## src/rtl/aes_serial_selftest.sv

```systemverilog
// rtl/aes_serial_selftest.sv - self-test sequencer for the one-bit serial AES encrypt/decrypt cores
module aes_serial_selftest #(
    parameter int NK      = 8,
    parameter int TIMEOUT = 4096,
    parameter int CNT_W   = 13
) (
    input  logic              clk,
    input  logic              rst,
    input  logic              start,
    input  logic [127:0]      plaintext,
    input  logic [32*NK-1:0]  key,
    input  logic [127:0]      expected_ct,
    output logic              enc_cs,
    output logic              dec_cs,
    output logic              enc_din,
    output logic              dec_din,
    input  logic              enc_dout,
    input  logic              dec_dout,
    input  logic              enc_finished,
    input  logic              dec_finished,
    output logic              busy,
    output logic              done,
    output logic              pass_enc,
    output logic              pass_dec,
    output logic              err_timeout,
    output logic [127:0]      ct_out,
    output logic [127:0]      pt_out
);

    localparam int KEY_BITS = 32 * NK;
    localparam int FRAME    = 128 + KEY_BITS;
    localparam logic [CNT_W-1:0] LOAD_LAST = CNT_W'(FRAME - 1);
    localparam logic [CNT_W-1:0] WAIT_LAST = CNT_W'(TIMEOUT - 1);
    localparam logic [CNT_W-1:0] READ_LAST = CNT_W'(127);

    if (!(NK == 4 || NK == 6 || NK == 8)) begin : g_bad_nk
        $error("aes_serial_selftest: NK must be 4, 6 or 8");
    end
    if ((2 ** CNT_W) < FRAME || (2 ** CNT_W) < TIMEOUT) begin : g_bad_cnt_w
        $error("aes_serial_selftest: CNT_W too narrow for FRAME/TIMEOUT");
    end

    typedef enum logic [3:0] {
        S_IDLE,
        S_ENC_LOAD,
        S_ENC_WAIT,
        S_ENC_READ,
        S_DEC_LOAD,
        S_DEC_WAIT,
        S_DEC_READ,
        S_CHECK,
        S_DONE
    } state_t;

    state_t               r_state;
    state_t               w_next;
    logic [CNT_W-1:0]     r_cnt;
    logic [FRAME-1:0]     r_frame;
    logic [KEY_BITS-1:0]  r_key;
    logic [127:0]         r_pt;
    logic [127:0]         r_exp;
    logic [127:0]         r_ct;
    logic [127:0]         r_ptout;
    logic                 r_pass_enc;
    logic                 r_pass_dec;
    logic                 r_err;
    logic                 w_load_last;
    logic                 w_wait_last;
    logic                 w_read_last;

    assign w_load_last = (r_cnt == LOAD_LAST);
    assign w_wait_last = (r_cnt == WAIT_LAST);
    assign w_read_last = (r_cnt == READ_LAST);

    always_comb begin
        w_next = r_state;
        case (r_state)
            S_IDLE:     if (start) w_next = S_ENC_LOAD;
            S_ENC_LOAD: if (w_load_last) w_next = S_ENC_WAIT;
            S_ENC_WAIT: begin
                if (enc_finished)     w_next = S_ENC_READ;
                else if (w_wait_last) w_next = S_DONE;
            end
            S_ENC_READ: if (w_read_last) w_next = S_DEC_LOAD;
            S_DEC_LOAD: if (w_load_last) w_next = S_DEC_WAIT;
            S_DEC_WAIT: begin
                if (dec_finished)     w_next = S_DEC_READ;
                else if (w_wait_last) w_next = S_DONE;
            end
            S_DEC_READ: if (w_read_last) w_next = S_CHECK;
            S_CHECK:    w_next = S_DONE;
            S_DONE:     w_next = S_IDLE;
            default:    w_next = S_IDLE;
        endcase
    end

    // The phase counter restarts on every state change, so it always holds the cycle index within the phase.
    always_ff @(posedge clk or negedge rst) begin
        if (!rst) begin
            r_state <= S_IDLE;
            r_cnt   <= '0;
        end else begin
            r_state <= w_next;
            if (w_next != r_state || r_state == S_IDLE)
                r_cnt <= '0;
            else
                r_cnt <= r_cnt + CNT_W'(1);
        end
    end

    always_ff @(posedge clk or negedge rst) begin
        if (!rst) begin
            r_frame    <= '0;
            r_key      <= '0;
            r_pt       <= '0;
            r_exp      <= '0;
            r_ct       <= '0;
            r_ptout    <= '0;
            r_pass_enc <= 1'b0;
            r_pass_dec <= 1'b0;
            r_err      <= 1'b0;
        end else begin
            case (r_state)
                S_IDLE: begin
                    if (start) begin
                        r_pt       <= plaintext;
                        r_key      <= key;
                        r_exp      <= expected_ct;
                        r_frame    <= {key, plaintext};
                        r_ct       <= '0;
                        r_ptout    <= '0;
                        r_pass_enc <= 1'b0;
                        r_pass_dec <= 1'b0;
                        r_err      <= 1'b0;
                    end
                end
                S_ENC_LOAD, S_DEC_LOAD: r_frame <= r_frame >> 1;
                S_ENC_WAIT: if (!enc_finished && w_wait_last) r_err <= 1'b1;
                S_DEC_WAIT: if (!dec_finished && w_wait_last) r_err <= 1'b1;
                S_ENC_READ: begin
                    r_ct[r_cnt[6:0]] <= enc_dout;
                    // Last ciphertext bit arrives this cycle, so splice it straight into the decrypt frame.
                    if (w_read_last)
                        r_frame <= {r_key, enc_dout, r_ct[126:0]};
                end
                S_DEC_READ: r_ptout[r_cnt[6:0]] <= dec_dout;
                S_CHECK: begin
                    r_pass_enc <= (r_ct == r_exp);
                    r_pass_dec <= (r_ptout == r_pt);
                end
                default: ;
            endcase
        end
    end

    assign enc_cs      = (r_state == S_ENC_LOAD) || (r_state == S_ENC_READ);
    assign dec_cs      = (r_state == S_DEC_LOAD) || (r_state == S_DEC_READ);
    assign enc_din     = (r_state == S_ENC_LOAD) && r_frame[0];
    assign dec_din     = (r_state == S_DEC_LOAD) && r_frame[0];
    assign busy        = (r_state != S_IDLE) && (r_state != S_DONE);
    assign done        = (r_state == S_DONE);
    assign pass_enc    = r_pass_enc;
    assign pass_dec    = r_pass_dec;
    assign err_timeout = r_err;
    assign ct_out      = r_ct;
    assign pt_out      = r_ptout;

endmodule

```

## config.mk

```make
export PLATFORM = sky130hd
export DESIGN_NAME = aes_serial_selftest
export DESIGN_NICKNAME = d
export VERILOG_FILES = /design/src/rtl/aes_serial_selftest.sv
export SDC_FILE = /design/constraint.sdc
export NUM_CORES = 2
export LEC_CHECK = 0
export ABC_AREA = 1
export BUFFER_PORTS_ARGS = -buffer_cell sky130_fd_sc_hd__buf_2
export CORE_MARGIN = 3
export CORE_UTILIZATION = 35
export CTS_CLUSTER_SIZE = 20
export DETAILED_ROUTE_END_ITERATION = 8
export SYNTH_ARGS = -nofsm -noshare
export SYNTH_HDL_FRONTEND = slang
export SYNTH_SLANG_ARGS = --single-unit
```

## constraint.sdc

```tcl
create_clock -name clk -period 2.7 [get_ports clk]
set_input_delay 0.54 -clock clk [delete_from_list [all_inputs] [get_ports clk]]
set_output_delay 0.54 -clock clk [all_outputs]
set_load 0.01 [all_outputs]
```

Yosys cells after proc, flatten, opt, wreduce, memory -nomap -nowiden:

Cells that the tools add are included.

* register bits after elaboration: 1172
* input bits: 519
* output and inout port bits: 265

* add/sub/neg operators: 1
* magnitude comparators: 2
* equal/unequal tests: 19
* multiplexer cells: 26
* reductions and logical operators: 25

Operator list (number)
* $pmux 384 s3: 1
* $mux 384: 2
* $pmux 128 s2: 2
* $bwmux 128: 2
* $eq 128x128->1: 2
* $mux 128: 1
* $mux 4: 8
* $pmux 4 s8: 1
* $eq 4x3->1 const B: 4
* $add 13x1->13 const B: 1
* $eq 13x12->1 const B: 1
* $eq 13x7->1 const B: 1
* $eq 13x9->1 const B: 1
* $mux 13: 1
* $eq 4x2->1 const B: 2
* $lt 7x8->1 const B: 1
* $ne 2x2->1 const B: 4
* $reduce_and 2->1: 4
* $demux 1 s7: 1
* $ge 7x1->1 const B: 1
* $logic_and 1x1->1: 6
* $reduce_bool 2->1: 3
* $reduce_bool 3->1: 2
* $eq 4x1->1 const B: 1
* 13 further kinds: 20

Depth between registers and ports, before layout:

* depth after elaboration: 7
* mapped depth: 15
* gate-level depth less buffers: 14

Worst setup path after synthesis:

Ideal clock, no wire load.

* kind: flip-flop to flip-flop
* from: reg r_cnt[0]
* to: reg r_cnt[4]
* arrival: 1796 ps
* required time: 2579 ps
* slack: 783 ps
* cell stages (with the launch flop): 14
* buffers on the path: 1
* clock period less this slack: 1917 ps
* cell sequence: dfrtp_1 -> ha_1 -> nand3_1 -> nor2_1 -> nand3_1 -> nand2_1 -> nand2_1 -> nor2_1 -> nand2_1 -> nand2_1 -> nand2_1 -> nand2_1 -> buf_2 -> nor2_1

* longest elaborated chain between the ends: 7
* elaborated cells on any way between the ends: 15
* classes of those cells: 1 x add/sub; 4 x eq/ne; 9 x mux; 1 x reduce/logical

RTL lines
* start: declaration: RTL line 57 `logic [CNT_W-1:0] r_cnt;`
* start signal: assignment: RTL line 107 `r_cnt <= r_cnt + CNT_W'(1);`
* $eq 13x12->1: RTL line 72 `assign w_wait_last = (r_cnt == WAIT_LAST);`
* $mux 4: RTL line 82, 88
* $mux 4, on equally long branches: RTL line 87, 81
* $pmux 4 s8 *: RTL line 77 `case (r_state)`
* named net w_next[0]: RTL line 56 `state_t w_next;`
* $ne 4x4->1 *: RTL line 104 `if (w_next != r_state || r_state == S_IDLE)`
* $logic_or 1x1->1 *: RTL line 104
* $mux 13 *: RTL line 104

The timed path passes the listed nets; every way through them passes the cells marked *.
A chain may end at the register's enable or synchronous reset.

Final worst setup path:

* from: reg r_state[1]
* to: out enc_din

* longest elaborated chain between the ends: 2

RTL lines
* start: declaration: RTL line 55 `state_t r_state;`
* start signal: assignment: RTL line 103 `r_state <= w_next;`
* $eq 4x1->1: RTL line 158 `assign enc_din = (r_state == S_ENC_LOAD) && r_frame[0];`
* $logic_and 1x1->1: RTL line 158
* end: declaration: RTL line 15 `output logic enc_din,`

Every way passes these cells.

==> metrics <==
status=complete, no violations; most area-consuming cells after synthesis=dfrtp_1 (53%), nand2_1 (16%), o21ai_0 (8.1%); final setup violation count=0; clk root buf=clkbuf_16; R2R depth=8; top_reg_cell synth=dfrtp_1; initial antenna violation count=49; Die Area=162000 µm²; first-pass GRT wire length=357000 µm; maximum clock insertion buffer count=3; placed insts=9320; power per standard cell area=839 nW/µm²; Reg2Reg Setup Slack=0.18 ns; drt wl/cell=about 25 µm; Net Switching=20.2 mW; combinational group share of total power=0.247; Int Pwr=39.1 mW; Die Wd=402 µm; Area growth syn-to-layout=28.8%; Yosys reg bits=between 1k and 1.5k; maximum clock rate=around 380 MHz; Filler Cell Count=15.1k; largest net degree at the start of global routing=154; H-tree depth=4; post-route cell area=70700 µm²; Switching Fraction=0.341; syn nets=7249; Synth Warn #=0; GRT Util Overall=0.298; max_cap viols=0; I/O pin total=784; delay-heaviest family, CP=buffers and inverters; Sink Count=1172; Hold Startpoint=expected_ct[16]; Worst-path clk slew=~0.060 ns; GRT busiest layer=met2; detailed placement HPWL=175000 µm; Core Region=155000 µm²; most used cell along the critical path=buf_6; Initial DRC Count=6115; asr flop ratio synth=1.00; layout cells sized above 1=0.154; r2r endpoint=r_key[11]$_DFFE_PN0P_; EDFF count, synth=0; Final Power=just under 60 mW; post-place instance area=61800 µm²; Slew HR=0.328; Final Critical Period=roughly 2.6 ns; DRC Markers=0; Clock power frac=0.317; drt total wl=around 250000 µm; Fin Hold WS=0.0309 ns; DR pass1 iterations=9; Setup Skew=~0.043 ns; cells after synthesis=6729; CTS tree=yes; Finished Layout Cells=about 10k; Rows=around 140; DRT antenna net count=0; met2 Use GR=0.438; path type of the worst setup path=reg2out; Synth area leader=dfrtp_1; sequential fraction of the synthesis area=0.534; met3 Use GR=0.0887; worst reg2reg startpoint=r_state[0]$_DFF_PN0_; Worst Setup End Kind=output pin; most common cell in the netlist=nand2_1; Hold EP=r_exp[16]$_DFFE_PN0P_; CP bufs+invs=4; Worst-Margin Slew=around 1 ns; CP Launch Type=flip-flop; sequence of cells on the critical path=inv_2 -> buf_6 -> nand2_4 -> nor3_4 -> buf_4 -> buf_6; Worst path max stage delay=0.42 ns; Commonest cells post-synth=nand2_1 (2293), dfrtp_1 (1172), o21ai_0 (888); Num CTS Buffers=roughly 140; final worst slack=0.0811 ns; Leak Pwr=33.1 nW; number of distinct library cells after synthesis=41; number of port buffers=between 700 and 800; Arr. time, crit path=2.08 ns; routed vias=53.7k; hold path depth=3; area share of the largest cell type after synthesis=0.534; met1 usage=0.386; die height=around 400 µm; Place WS=0.216 ns; fin crit share=0.970; Final GP Congestion=0.954; Final Slew Violations=0; Skew-Pair Late Insertion Delay=0.79 ns; Worst path slowest cell=dfrtp_1; Mean Syn Cell Area=8.16 µm²; DR vias/cell=5.36; final hold vios=0; initial cell density of the core=0.354; mapped cell area=54900 µm²; number of global-route vias before repair=51.6k; maximum VDD drop=about 0.57 mV; required time of the critical path=2.16 ns; Tightest Hold Check Type=in2reg; RSZ-0062 raised after global routing=true; GRT overflow=0; Post-layout nets=8361; critical path peak fanout=4; Seq pwr share=0.436
-- layout by cell type (no fill, tap or decap), types with 32 or more instances in the layout --
cell,n
xnor2_1,180
o22ai_1,32
buf_2,781
buf_12,73
a22oi_1,104
a21oi_1,295
a41oi_1,37
inv_1,445
buf_4,107
a32o_1,33
dlygate4sd3_1,423
o21ai_0,888
diode_2,38
nand2_1,2287
a31oi_1,44
o21ai_1,203
o211ai_1,34
nor2_1,357
dfrtp_1,1170
clkbuf_16,142
a21o_1,56
-- power by group through the flow --
stage	registers (mW)	clock network [mW]	logic [mW]
floorplan	24.9	0	8.57
global placement	25.8	0	13.5
detailed placement	25.9	0	13.8
CTS	25.7	19.0	14.4
global route	26.3	19.8	16.2
finish	25.8	18.8	14.6
-- worst max path at each step --
stage	endpoint	startpoint	slack, ns	depth (start not counted)
finish	enc_din	r_state[1]$_DFF_PN0_	0.08	6
global route	enc_din	r_state[1]$_DFF_PN0_	-0.01	6
global placement	enc_din	r_state[1]$_DFF_PN0_	0.11	6
detailed placement	enc_din	r_state[1]$_DFF_PN0_	0.22	6
CTS	enc_din	r_state[3]$_DFF_PN0_	-0.03	5
floorplan	r_cnt[4]$_DFF_PN0_	r_cnt[0]$_DFF_PN0_	0.78	13
-- stage by stage --
step	utilization	TNS [ns]
after floorplan	-	0
after global placement	0.399	0
after detailed placement	0.399	0
after CTS	0.455	-0.0293
after global routing	0.456	-0.0148
final	0.456	0
-- cell type report --
class,instances,area (µm²),share of cell area
inverter,460,1770,0.0250
sequential,1172,29300,0.415
tap,2044,2560,0.0362
clock buffer,193,3990,0.0564
multi-input combinational,4683,22000,0.311
clock inverter,50,522,0.00738
timing repair buffer,1386,10400,0.148
antenna,38,95.1,0.00135
-- flip-flops by register name (all words and copies together), names as in the netlist --
signal       flops
r_frame        384
r_key          256
ct_out         128
pt_out         128
r_exp          128
r_pt           128
r_cnt           13
r_state          4
err_timeout      1
pass_dec         1
pass_enc         1
-- per-layer routing --
metal	routed length, µm	share of wire
met1	98200	0.40
met2	106000	0.43
met3	25500	0.10
met4	17000	0.069
met5	118	0.00048
-- worst min-delay path, delay by kind of cell --
family / cells / cell delay [ns]
buffers and inverters: 1 / 0.12
and+or+nand+nor: 2 / 0.11
-- kinds of logic (layout without fill, tap and decap cells) --
group,Yosys count,in the layout,synth area share
xor+xnor,204,204,0.0326
flops,1172,1172,0.534
other cells,0,38,0
buf+inv,874,2089,0.0664
compound gates,1739,1739,0.176
fa+ha+maj,1,1,0.000228
simple gates,2739,2739,0.191
-- timing repair --
| action | in CTS | in global routing |
|---|---|---|
| hold buffers | 423 | 0 |
| buffers inserted | 1 | 1 |
| endpoints found under the setup margin | 4 | 2 |
| pin swaps | 2 | 1 |
| endpoints found under the hold margin | 493 | 0 |
| gates resized for setup | 10 | 6 |
Power figures use the tool's default switching activity.
